$ cat src/rtl/jtbubl_rom_slot.sv
// Graphics ROM slot: fetches a 32-bit pair of 16-bit SDRAM words per request
// and holds the last pair so a repeated address is served without SDRAM access.
module jtbubl_rom_slot #(
   parameter logic [21:0] BASE  = 22'h0,
   parameter bit          LATCH = 1'b1
)(
   input  logic        clk,
   input  logic        rst,
   input  logic        rom_cs,
   input  logic [17:0] rom_addr,
   output logic [31:0] rom_data,
   output logic        rom_ok,
   output logic        sdram_req,
   output logic [21:0] sdram_addr,
   input  logic        sdram_ack,
   input  logic        sdram_rdy,
   input  logic [15:0] sdram_din
);

   typedef enum logic [1:0] {IDLE, REQ, WAIT0, WAIT1} state_t;

   state_t      state;
   logic [17:0] addr_q;
   logic        valid;
   logic [31:0] data_q;
   logic        hit;

   assign hit        = valid && (addr_q == rom_addr);
   assign rom_ok     = rom_cs && hit && (state == IDLE);
   assign rom_data   = data_q;
   // Address comes from the captured request, so it cannot move mid-fetch.
   assign sdram_addr = BASE + {4'd0, addr_q};

   always_ff @(posedge clk) begin
      if (rst) begin
         state     <= IDLE;
         sdram_req <= 1'b0;
         valid     <= 1'b0;
         addr_q    <= 18'd0;
         data_q    <= 32'd0;
      end else begin
         case (state)
            IDLE: begin
               if (rom_cs && !hit) begin
                  addr_q    <= rom_addr;
                  valid     <= 1'b0;
                  sdram_req <= 1'b1;
                  state     <= REQ;
               end
            end
            REQ: begin
               if (sdram_ack) begin
                  sdram_req <= 1'b0;
                  state     <= WAIT0;
               end
            end
            WAIT0: begin
               if (sdram_rdy) begin
                  data_q[15:0] <= sdram_din;
                  state        <= WAIT1;
               end
            end
            WAIT1: begin
               if (sdram_rdy) begin
                  data_q[31:16] <= sdram_din;
                  valid         <= 1'b1;
                  state         <= IDLE;
               end
            end
            default: state <= IDLE;
         endcase
         // Without latching, a dropped chip select forgets the held word.
         if (!LATCH && !rom_cs)
            valid <= 1'b0;
      end
   end

endmodule

$ cat config.mk
export PLATFORM = sky130hd
export DESIGN_NAME = jtbubl_rom_slot
export DESIGN_NICKNAME = d
export VERILOG_FILES = /design/src/rtl/jtbubl_rom_slot.sv
export SDC_FILE = /design/constraint.sdc
export NUM_CORES = 1
export LEC_CHECK = 0
export CAP_MARGIN = 20
export CORE_UTILIZATION = 38
export CTS_CLUSTER_DIAMETER = 150
export DETAILED_ROUTE_END_ITERATION = 8
export PLACE_DENSITY = 0.82
export SYNTH_ARGS = -nofsm -noshare
export SYNTH_HDL_FRONTEND = slang
export SYNTH_SLANG_ARGS = --single-unit
$ cat constraint.sdc
create_clock -name clk -period 1.5 [get_ports clk]
set_clock_uncertainty 0.15 [all_clocks]
set_input_delay 0.225 -clock clk [delete_from_list [all_inputs] [get_ports clk]]
set_output_delay 0.225 -clock clk [all_outputs]
set_load 0.01 [all_outputs]
==> key figures, run 1 <==
Run status
  • Status: finished with violations
  • Violated checks: setup timing

Clock network
  • Largest buffer count on any clock path: 2
  • Clock tree from TritonCTS: yes
  • Number of buffers inserted by hold repair at cts: 0
  • Number of buffers created by CTS: 5
  • Clock Latency Late Sink: approximately 0.3 ns
  • Number of clock sinks: 54
  • CTS Root Buffer Type: sky130_fd_sc_hd__clkbuf_8
  • H-Tree Level Count: 2
  • Clock input transition at the sequential cells of the worst setup and hold paths: roughly 0.09 ns

GRT
  • Initial antenna violation count: 0
  • Overall routing resource usage: 0.196
  • Global-route wire length before repair: roughly 9.5 mm
  • Leftover overflow at the end of global routing: 0
  • Maximum number of pins on one net before global-route repair: 37
  • Number of global-route vias before repair: about 2100

Critical path
  • CP peak stage delay: 0.41 ns
  • Crit-path max FO: 2
  • Element type at the critical path end: primary output
  • Type of the setup path with the least slack: reg -> out
  • Data required time at the worst endpoint: 1.12 ns
  • Cell with the largest stage delay on the worst path: sky130_fd_sc_hd__nor4_4
  • Worst path top cell family by delay: simple AND/OR/NAND/NOR gates
  • Worst path bufs/invs: 1
  • Setup crit start kind: register
  • Endpoint arrival time on the critical path: between 1.5 and 2 ns
  • Critical path cell sequence: xnor2_2 > nand4_1 > nor4_4 > nand2_2 > nor2_2 > buf_2

Route
  • Drt first-iter violations: 90
  • Remaining routing DRC violations: 0
  • Total vias in the final route: approximately 2200
  • Initial DRT Pass Iterations: 4
  • Average wire per cell in the routed design: between 10 and 15 um
  • Final ANT Viol Nets: 0
  • Vias per cell: approximately 4.8
  • Aggregate routed wire length: around 6.4 mm

Layout
  • FILL cells: 471
  • Final core utilization: 0.679
  • Total number of nets in the final design: between 400 and 500
  • Synth-to-layout area growth: 69.9%
  • Number of antenna repair diodes: 0
  • Share of final-layout standard cells stronger than drive strength 1: 0.241

STA
  • Total Neg Setup Slack: -11.95 ns
  • Hold violation total from the final report: 0
  • Minimum period implied by the final worst setup slack: 2.17 ns
  • Setup repair after global routing missed its margin: yes
  • Post-layout worst setup margin: -0.673 ns
  • Worst hold-check slack: approximately 0.077 ns
  • Peak clock frequency supported by timing: 0.460 GHz
  • Final setup viols: 23
  • Period utilization: 1.45
  • Count of final max-slew check failures: 0

Placement
  • Detailed Place HPWL: 4.36 mm
  • Routability congestion estimate from global placement: ~0.8
  • IO buf count: 90
  • Post-Place Setup Slack: -1.06 ns

Logic synthesis
  • Most used flip-flop cell after synthesis: sky130_fd_sc_hd__dfxtp_1
  • Proportion of synthesized chip area in sequential cells: 0.485
  • Combined area of all synthesized cells: between 2000 and 2500 um^2
  • Number of distinct standard cells referenced by the synthesized netlist: 26
  • Count of flip-flops with a built-in enable after synthesis: 0
  • Gate count after technology mapping: roughly 260
  • Count of warnings emitted by yosys: 0
  • Share of flip-flops with an asynchronous set or reset: 0
  • Average cell area after synthesis: roughly 8.5 um^2
  • Number of synthesized register bits: 54

Run
  • Total of max-cap violations: 0

Floorplanning
  • Die extent in y: 78.6 um
  • Initial Util: 0.400
  • Floorplan row count: 27
  • Die footprint: a little over 6000 um^2
  • Boundary pin count: 95
  • Core Footprint: about 5600 um^2
  • Width of the chip: 78.6 um

Pwr
  • Power density relative to cell area: 1230 nW/um^2
  • Largest voltage drop on the vdd net: 0.000951 V
  • Cell leakage power: approximately 1.7 nW

Hold path
  • Hold crit path type: in -> reg
-- metal layers --
layer  routed length (um)  vias up  share of wire  global-route usage
met5                    0        -              0                   0
met4                  104        0          0.016              0.0574
met3                  534       11          0.084              0.0605
met2                 3350       85           0.53               0.368
met1                 2370     1018           0.37               0.206
li1                     -     1111              -                   -
-- layout make-up --
type | instances | area (um^2) | share of cell area
multi-input combinational | 190 | 1160 | 0.306
timing repair buffer | 140 | 1330 | 0.352
tap | 72 | 90.1 | 0.0238
sequential | 54 | 1100 | 0.291
inverter | 3 | 11.3 | 0.00298
clock inverter | 2 | 12.5 | 0.00331
clock buffer | 6 | 82.6 | 0.0218
-- worst reg2reg max path, cell delays in order, from the launching register on --
cell and delay (ns):
sky130_fd_sc_hd__dfxtp_2 0.34, sky130_fd_sc_hd__xnor2_2 0.14, sky130_fd_sc_hd__nand4_1 0.22, sky130_fd_sc_hd__nor4_4 0.41
sky130_fd_sc_hd__buf_4 0.19, sky130_fd_sc_hd__a21oi_4 0.10, sky130_fd_sc_hd__buf_6 0.13, sky130_fd_sc_hd__a21oi_2 0.09
sky130_fd_sc_hd__and3b_1 0.18
-- final timing paths --
kind           startpoint  slack, ns  depth (start not counted)           end
max            addr_q[16]      -0.67                          6        rom_ok
min          rom_addr[15]       0.08                          3    addr_q[15]
max reg2reg    addr_q[16]      -0.56                          8     sdram_req
min reg2reg  rom_data[30]       0.31                          2  rom_data[30]
-- flip-flops by register name, indices dropped and copies added, names as in the netlist --
name / cells
addr_q: 18
rom_data: 32
state: 2
sdram_req: 1
valid: 1
-- through the flow --
step / power [mW] / cell area, um^2 / instances
6_report: 4.66 / 3780 / 467
5_1_grt: 4.95 / 3780 / 467
4_1_cts: 4.55 / 3660 / 463
3_5_place_dp: 3.67 / 3550 / 451
3_3_place_gp: 3.61 / 3550 / 451
2_1_floorplan: 2.67 / 2270 / 265
-- placed cells by master (no fill, tap or decap), types with 2 or more instances in the layout --
cell type,n
sky130_fd_sc_hd__dlygate4sd2_1,53
sky130_fd_sc_hd__nand2_2,2
sky130_fd_sc_hd__nand4_1,5
sky130_fd_sc_hd__buf_4,37
sky130_fd_sc_hd__nor2_2,2
sky130_fd_sc_hd__buf_12,6
sky130_fd_sc_hd__xor2_1,3
sky130_fd_sc_hd__dfxtp_1,38
sky130_fd_sc_hd__xnor2_1,13
sky130_fd_sc_hd__a21oi_2,2
sky130_fd_sc_hd__ha_1,2
sky130_fd_sc_hd__clkbuf_16,2
sky130_fd_sc_hd__nor2_1,21
sky130_fd_sc_hd__xnor2_2,2
sky130_fd_sc_hd__nand2_1,67
sky130_fd_sc_hd__clkdlybuf4s50_1,30
sky130_fd_sc_hd__buf_2,2
sky130_fd_sc_hd__conb_1,4
sky130_fd_sc_hd__a21oi_1,31
sky130_fd_sc_hd__buf_6,4
sky130_fd_sc_hd__clkbuf_8,6
sky130_fd_sc_hd__dlymetal6s2s_1,4
sky130_fd_sc_hd__a31oi_1,2
sky130_fd_sc_hd__dfxtp_2,16
sky130_fd_sc_hd__inv_1,2
sky130_fd_sc_hd__mux2i_1,18
-- synthesized netlist by cell type (2+ instances only) --
cell / count / share of area
sky130_fd_sc_hd__inv_1: 3 / 0.0051
sky130_fd_sc_hd__a31oi_1: 3 / 0.0084
sky130_fd_sc_hd__mux2i_1: 19 / 0.085
sky130_fd_sc_hd__buf_1: 2 / 0.0034
sky130_fd_sc_hd__and2_1: 2 / 0.0056
sky130_fd_sc_hd__nor2_1: 23 / 0.039
sky130_fd_sc_hd__ha_1: 4 / 0.022
sky130_fd_sc_hd__clkbuf_1: 10 / 0.017
sky130_fd_sc_hd__xor2_1: 3 / 0.012
sky130_fd_sc_hd__a21oi_1: 34 / 0.076
sky130_fd_sc_hd__nand4_1: 5 / 0.014
sky130_fd_sc_hd__nand2b_1: 2 / 0.0056
sky130_fd_sc_hd__dfxtp_1: 54 / 0.49
sky130_fd_sc_hd__nand2_1: 69 / 0.12
sky130_fd_sc_hd__xnor2_1: 15 / 0.059
sky130_fd_sc_hd__buf_4: 4 / 0.013
-- power breakdown --
group / switching, mW / total (mW) / leakage (nW) / internal, mW
registers: 0.126 / 1.77 / 0.445 / 1.65
logic: 0.908 / 2.04 / 1.24 / 1.14
clock network: 0.472 / 0.844 / 0.0472 / 0.372
total: 1.51 / 4.66 / 1.74 / 3.15
-- cell families after synthesis --
family,Yosys count,synth area share
buffers and inverters,21,0.0461
adder cells (fa/ha/maj),4,0.0225
AO/OA/AOI/OAI,41,0.0961
XOR/XNOR,18,0.0708
flip-flops,54,0.485
other,1,0.00168
AND/OR/NAND/NOR,104,0.192
multiplexers,19,0.0854
-- timing repair --
item	in CTS	in global routing
gates cloned	1	2
setup buffers	5	2
pin swaps	9	10
endpoints found under the setup margin	74	39
gates resized for setup	69	25
No activity file was read; power rests on OpenSTA's default activity.
==> run 2: changes to the inputs <==
- PLACE_DENSITY: 0.82 -> 0.86
==> run 2 against run 1 <==
  * The run still ends with setup timing left
  * Final area unchanged
  * Hold slack improved by 0.018 ns
  * Wire length decreased by 0.66%
  * Count of clock-buffer cells in the layout decreased by 1
  * Combinational power decreased by 2%
  * Via count increased by 0.49%
  * Critical endpoint unchanged
  * Largest power group unchanged
  * Highest routed layer unchanged
==> key figures, run 2 (synthesized netlist as in run 1, its figures left out) <==
Critical path
  • Element type at the critical path end: primary output
  • Crit-path max FO: 2 (unchanged)
  • Type of the setup path with the least slack: reg -> out
  • Depth of the worst register-to-register path: 8 (unchanged)
  • Endpoint arrival time on the critical path: 1.74 ns (-0.06 ns)
  • Data required time at the worst endpoint: 1.12 ns (about the same)
  • Setup crit start kind: register

Clock network
  • Number of buffers created by CTS: 5 (unchanged)
  • Clock Latency Late Sink: 0.31 ns (about the same)
  • Number of clock sinks: 54 (unchanged)
  • H-Tree Level Count: 2 (unchanged)
  • Largest buffer count on any clock path: 2 (unchanged)
  • Clock input transition at the sequential cells of the worst setup and hold paths: 0.10 ns (about the same)
  • Number of buffers inserted by hold repair at cts: 0 (unchanged)
  • Clock tree from TritonCTS: yes
  • CTS Root Buffer Type: sky130_fd_sc_hd__clkbuf_8

Layout
  • Total number of nets in the final design: 434 (-0.69%)
  • FILL cells: 463 (-1.7%)
  • Top library cells by usage in the layout, fill and taps aside: sky130_fd_sc_hd__nand2_1 (66), sky130_fd_sc_hd__dlygate4sd2_1 (61), sky130_fd_sc_hd__dfxtp_1 (41), sky130_fd_sc_hd__buf_4 (36), sky130_fd_sc_hd__a21oi_1 (29)
  • Number of antenna repair diodes: 0 (unchanged)
  • Total area of sequential cells: 1100 um^2 (-0.34%)
  • Final core utilization: 0.679 (unchanged)
  • Largest register FFs: 32 (unchanged)
  • Synth-to-layout area growth: 69.9% (unchanged)
  • Most frequent standard cell in the layout excluding fill and tap cells: sky130_fd_sc_hd__nand2_1
  • Final Instance Area: 3780 um^2 (unchanged)
  • Total area of multi-input combinational cells: 1180 um^2 (+1.9%)
  • Share of final-layout standard cells stronger than drive strength 1: 0.247 (+0.00694)
  • Final non-filler cell total: 464 (-0.64%)

Placement
  • Routability congestion estimate from global placement: 0.798 (-1.5%)
  • Dpl cells: 448 (-0.67%)
  • Detailed Place HPWL: 4.51 mm (+3.6%)
  • IO buf count: 90 (unchanged)
  • Post-DP Area: 3540 um^2 (-0.28%)
  • Post-Place Setup Slack: -1.00 ns (+0.0544 ns)

Pwr
  • Power density relative to cell area: 1250 nW/um^2 (+1.7%)
  • Net Switching: 1.49 mW (-1.1%)
  • Logic pwr share: 0.420 (-0.019)
  • Internal power: 3.25 mW (+3.1%)
  • Cell leakage power: 1.70 nW (-2.4%)
  • Clock network fraction of total power: 0.205 (+0.024)
  • Switching Share: 0.314 (-0.00906)
  • Sequential fraction of design power: 0.375 (-0.005)
  • Largest voltage drop on the vdd net: 0.000668 V (-30%)

Route
  • Initial DRT Pass Iterations: 6 (+2)
  • Final ANT Viol Nets: 0 (unchanged)
  • Aggregate routed wire length: 6.32 mm (-0.66%)
  • Vias per cell: 4.82 (+1.1%)
  • Drt first-iter violations: 37 (-59%)
  • Total vias in the final route: 2236 (+0.49%)
  • Average wire per cell in the routed design: 13.6 um (about the same)
  • Remaining routing DRC violations: 0 (unchanged)

Floorplanning
  • Core Footprint: 5570 um^2 (unchanged)
  • Die extent in y: 78.6 um (unchanged)
  • Die footprint: 6170 um^2 (unchanged)
  • Floorplan row count: 27 (unchanged)
  • Boundary pin count: 95 (unchanged)
  • Initial Util: 0.400 (unchanged)
  • Width of the chip: 78.6 um (unchanged)

STA
  • Setup repair after global routing missed its margin: yes
  • Period utilization: 1.41 (-0.0359)
  • Minimum period implied by the final worst setup slack: 2.12 ns (-0.0538 ns)
  • Hold violation total from the final report: 0 (unchanged)
  • Final setup viols: 23 (unchanged)
  • Worst hold-check slack: 0.0950 ns (+0.0182 ns)
  • Count of final max-slew check failures: 0 (unchanged)
  • Post-layout worst setup margin: -0.619 ns (+0.0538 ns)
  • Peak clock frequency supported by timing: 0.472 GHz (+2.5%)

GRT
  • Initial antenna violation count: 0 (unchanged)
  • Global-route wire length before repair: 10.0 mm (+4.9%)
  • Overall routing resource usage: 0.206 (+0.0103)
  • Maximum number of pins on one net before global-route repair: 33 (-11%)
  • Leftover overflow at the end of global routing: 0 (unchanged)
  • Number of global-route vias before repair: 2243 (+7.0%)

Hold path
  • Hold crit path type: in -> reg
  • Number of cells on the worst hold path: 2 (-1)

Run
  • Total of max-cap violations: 0 (unchanged)

Run status
  • Status: finished with violations
  • Violated checks: setup timing
run 2: cell types whose count changed in the layout (fill, tap and decap cells not counted), sizes merged:
cell           change
clkdlybuf4s50      -5
bufinv             +1
clkinv             -1
clkinvlp           +1
clkbuf             -2
clkdlybuf4s15      +1
dlymetal6s2s       -4
dlygate4sd2        +8
buf                -2
run 2: final timing paths:
path | startpoint | endpoint | slack (ns)
setup / recovery | addr_q[12] | rom_ok | -0.62
hold / removal | rst | state[1] | 0.1
setup reg to reg | addr_q[12] | addr_q[8] | -0.43
hold reg to reg | rom_data[10] | rom_data[10] | 0.30
run 2: area by class of cell:
type,count,area share
sequential,54,0.290
timing repair buffer,137,0.342
tap,72,0.0238
clock inverter,3,0.0119
clock buffer,5,0.0182
inverter,3,0.00298
multi-input combinational,190,0.312
run 2: worst max-delay path, cell delays in order, from the launching register on:
cell	delay (ns)
sky130_fd_sc_hd__dfxtp_2	0.34
sky130_fd_sc_hd__xnor2_1	0.15
sky130_fd_sc_hd__nand4_1	0.16
sky130_fd_sc_hd__nor4_2	0.33
sky130_fd_sc_hd__buf_4	0.17
sky130_fd_sc_hd__nand2_2	0.06
sky130_fd_sc_hd__nor2_2	0.10
sky130_fd_sc_hd__buf_2	0.14
run 2: power groups by stage:
| stage | Sequential (mW) | Clock (mW) | Combinational, mW |
|---|---|---|---|
| detailed placement | 1.80 | 0 | 1.86 |
| CTS | 1.77 | 0.998 | 1.90 |
| floorplan | 1.88 | 0 | 0.784 |
| global placement | 1.79 | 0 | 1.79 |
| global route | 1.80 | 1.06 | 2.15 |
| finish | 1.78 | 0.971 | 1.99 |
run 2: repair_timing:
action | CTS | global route
gates resized for setup | 79 | 22
buffers inserted | 6 | 4
gates cloned | 1 | 1
pin swaps | 11 | 10
endpoints found under the setup margin | 74 | 40
run 2: stage by stage:
step                setup TNS, ns  total power [mW]
global route               -11.27              5.01
floorplan                   -4.06              2.67
CTS                         -8.39              4.67
global placement           -17.47              3.58
finish                      -9.17              4.74
detailed placement         -19.75              3.66
run 2: routing by layer:
metal / routed length (um) / up-vias / track usage / part of all wire
li1: - / 1103 / - / -
met1: 2420 / 1043 / 0.209 / 0.38
met2: 3340 / 84 / 0.392 / 0.53
met3: 517 / 6 / 0.0721 / 0.082
met4: 38 / 0 / 0.0556 / 0.0060
met5: 0 / - / 0 / 0
==> run 3: changes to the inputs <==
- CORE_UTILIZATION: 38 -> 30
- PLACE_DENSITY: 0.86 -> 0.72
- SLEW_MARGIN: not set -> 20
==> run 3 against run 2 <==
  * The run still ends with setup timing left
  * Count of clock-buffer cells in the layout increased by 1
  * Global-route usage decreased by 4.1 points
  * Worst setup slack improved by 0.083 ns
  * Clock power increased by 4%
  * Critical path depth decreased by 1
  * Non-clock buffer count increased by 1
  * Power increased by 0.42%
  * Critical path type unchanged
  * Largest cell class unchanged
==> key figures, run 3 (synthesized netlist as in run 1, its figures left out) <==
Pwr
  • Largest voltage drop on the vdd net: 0.000639 V (-4.3%)
  • Switching Share: 0.310 (-0.00381)
  • Clock network fraction of total power: 0.212 (+0.007)
  • Power density relative to cell area: 1240 nW/um^2 (-1.3%)
  • Cell leakage power: 1.78 nW (+4.8%)
  • Pwr Total: 4.76 mW (+0.42%)
  • Net Switching: 1.48 mW (-0.79%)
  • Logic pwr share: 0.412 (-0.008)
  • Sequential fraction of design power: 0.375 (about the same)
  • Internal power: 3.28 mW (+0.98%)

GRT
  • Number of global-route vias before repair: 2198 (-2.0%)
  • Initial antenna violation count: 0 (unchanged)
  • Overall routing resource usage: 0.165 (-0.0407)
  • Global-route wire length before repair: 10.0 mm (+0.20%)
  • Maximum number of pins on one net before global-route repair: 33 (unchanged)
  • Leftover overflow at the end of global routing: 0 (unchanged)

Floorplanning
  • Die footprint: 7770 um^2 (+26%)
  • Die extent in y: 88.2 um (+12%)
  • Boundary pin count: 95 (unchanged)
  • Floorplan row count: 31 (+15%)
  • Initial Util: 0.309 (-0.0908)
  • Width of the chip: 88.2 um (+12%)
  • Core Footprint: 7210 um^2 (+29%)

Clock network
  • Clock tree from TritonCTS: yes
  • H-Tree Level Count: 2 (unchanged)
  • Number of buffers inserted by hold repair at cts: 0 (unchanged)
  • Largest buffer count on any clock path: 2 (unchanged)
  • CTS Root Buffer Type: sky130_fd_sc_hd__clkbuf_8
  • Clock input transition at the sequential cells of the worst setup and hold paths: 0.09 ns (about the same)
  • Number of clock sinks: 54 (unchanged)
  • Number of buffers created by CTS: 5 (unchanged)
  • Clock Latency Late Sink: 0.31 ns (about the same)

Layout
  • Final non-filler cell total: 491 (+5.8%)
  • Share of final-layout standard cells stronger than drive strength 1: 0.253 (+0.00510)
  • Top library cells by usage in the layout, fill and taps aside: sky130_fd_sc_hd__nand2_1 (68), sky130_fd_sc_hd__dlygate4sd2_1 (58), sky130_fd_sc_hd__dfxtp_1 (37), sky130_fd_sc_hd__buf_4 (36), sky130_fd_sc_hd__a21oi_1 (30)
  • Final Instance Area: 3850 um^2 (+1.8%)
  • Total number of nets in the final design: 435 (+0.23%)
  • Largest register FFs: 32 (unchanged)
  • Most frequent standard cell in the layout excluding fill and tap cells: sky130_fd_sc_hd__nand2_1
  • Final core utilization: 0.534 (-0.145)
  • Number of antenna repair diodes: 0 (unchanged)
  • Synth-to-layout area growth: 72.9%

Critical path
  • Depth of the worst register-to-register path: 8 (unchanged)
  • Element type at the critical path end: primary output
  • Type of the setup path with the least slack: reg -> out
  • Worst flop-to-flop path startpoint: addr_q[17]
  • Minimum setup slack among reg-to-reg paths: -0.41 ns (+0.02 ns)
  • Endpoint arrival time on the critical path: 1.66 ns (-0.08 ns)
  • Data required time at the worst endpoint: 1.12 ns (about the same)
  • Setup crit start kind: register
  • Worst R2R End: addr_q[11]
  • Crit-path max FO: 2 (unchanged)

STA
  • Final setup viols: 23 (unchanged)
  • Setup repair after global routing missed its margin: yes
  • Peak clock frequency supported by timing: 0.491 GHz (+4.1%)
  • Period utilization: 1.36 (-0.0552)
  • Hold violation total from the final report: 0 (unchanged)
  • Minimum period implied by the final worst setup slack: 2.04 ns (-0.0827 ns)
  • Post-layout worst setup margin: -0.536 ns (+0.0827 ns)
  • Count of final max-slew check failures: 0 (unchanged)

Placement
  • Routability congestion estimate from global placement: 0.718 (-10%)
  • Detailed Place HPWL: 4.42 mm (-2.0%)
  • IO buf count: 90 (unchanged)
  • Post-DP Area: 3560 um^2 (+0.67%)
  • Dpl cells: 477 (+6.5%)

Run
  • Total of max-cap violations: 0 (unchanged)

Route
  • Initial DRT Pass Iterations: 4 (-2)
  • Average wire per cell in the routed design: 12.9 um (-5.5%)
  • Vias per cell: 4.52 (-6.2%)
  • Aggregate routed wire length: 6.32 mm (about the same)
  • Remaining routing DRC violations: 0 (unchanged)
  • Final ANT Viol Nets: 0 (unchanged)
  • Total vias in the final route: 2219 (-0.76%)
  • Drt first-iter violations: 72 (+95%)

Hold path
  • Number of cells on the worst hold path: 3 (+1)
  • Start point of the worst hold path: rom_addr[4]
  • WHS Endpoint: addr_q[4]
  • Hold crit path type: in -> reg

Run status
  • Violated checks: setup timing
  • Status: finished with violations
[run 3: repair_timing]
action                                  in CTS  in global routing
gates resized for setup                     81                 25
cloned                                       1                  2
endpoints found under the setup margin      74                 47
pin swaps                                   11                  9
buffers inserted                             5                  0
[run 3: critical path: stages, from the launching register on]
cell	delay, ns
sky130_fd_sc_hd__dfxtp_2	0.34
sky130_fd_sc_hd__xnor2_2	0.14
sky130_fd_sc_hd__nand4_1	0.16
sky130_fd_sc_hd__nor4_2	0.34
sky130_fd_sc_hd__nand2_1	0.13
sky130_fd_sc_hd__nor2_2	0.14
sky130_fd_sc_hd__buf_6	0.11
[run 3: worst max-delay path by stage]
stage                startpoint   endpoint  cells after the start
CTS                  addr_q[13]     rom_ok                      6
global route          addr_q[6]     rom_ok                      6
finish               addr_q[17]     rom_ok                      6
global placement    rom_addr[9]     rom_ok                      7
detailed placement  rom_addr[6]     rom_ok                      7
floorplan             addr_q[6]  sdram_req                      7
[run 3: cell type report]
class,instances,area (um^2)
Clock buffer,6,82.6
Clock inverter,1,30.0
Fill cell,702,3360
Inverter,3,11.3
Multi-Input combinational cell,190,1190
Sequential cell,54,1100
Tap cell,99,124
Timing Repair Buffer,138,1310
[run 3: power groups by stage]
stage	sequential, mW	clock [mW]	combinational (mW)
2_1_floorplan	1.88	0	0.784
3_3_place_gp	1.79	0	1.79
3_5_place_dp	1.80	0	1.83
4_1_cts	1.78	1.04	1.89
5_1_grt	1.81	1.09	2.15
6_report	1.79	1.01	1.96
[run 3: per-stage QoR]
stage	setup TNS, ns	hold WS [ns]	worst slack [ns]
finish	-8.44	0.0739	-0.536
global route	-11.14	0.0975	-0.654
CTS	-8.57	0.0865	-0.524
detailed placement	-19.77	0.298	-1.03
global placement	-17.93	0.291	-0.966
floorplan	-4.06	0.211	-0.242
[run 3: per-layer routing]
layer	share of wire	global-route usage	wire length, um
met2	0.50	0.306	3160
met1	0.41	0.181	2570
met3	0.085	0.0594	540
met4	0.0063	0.0308	40
met5	0	0	0
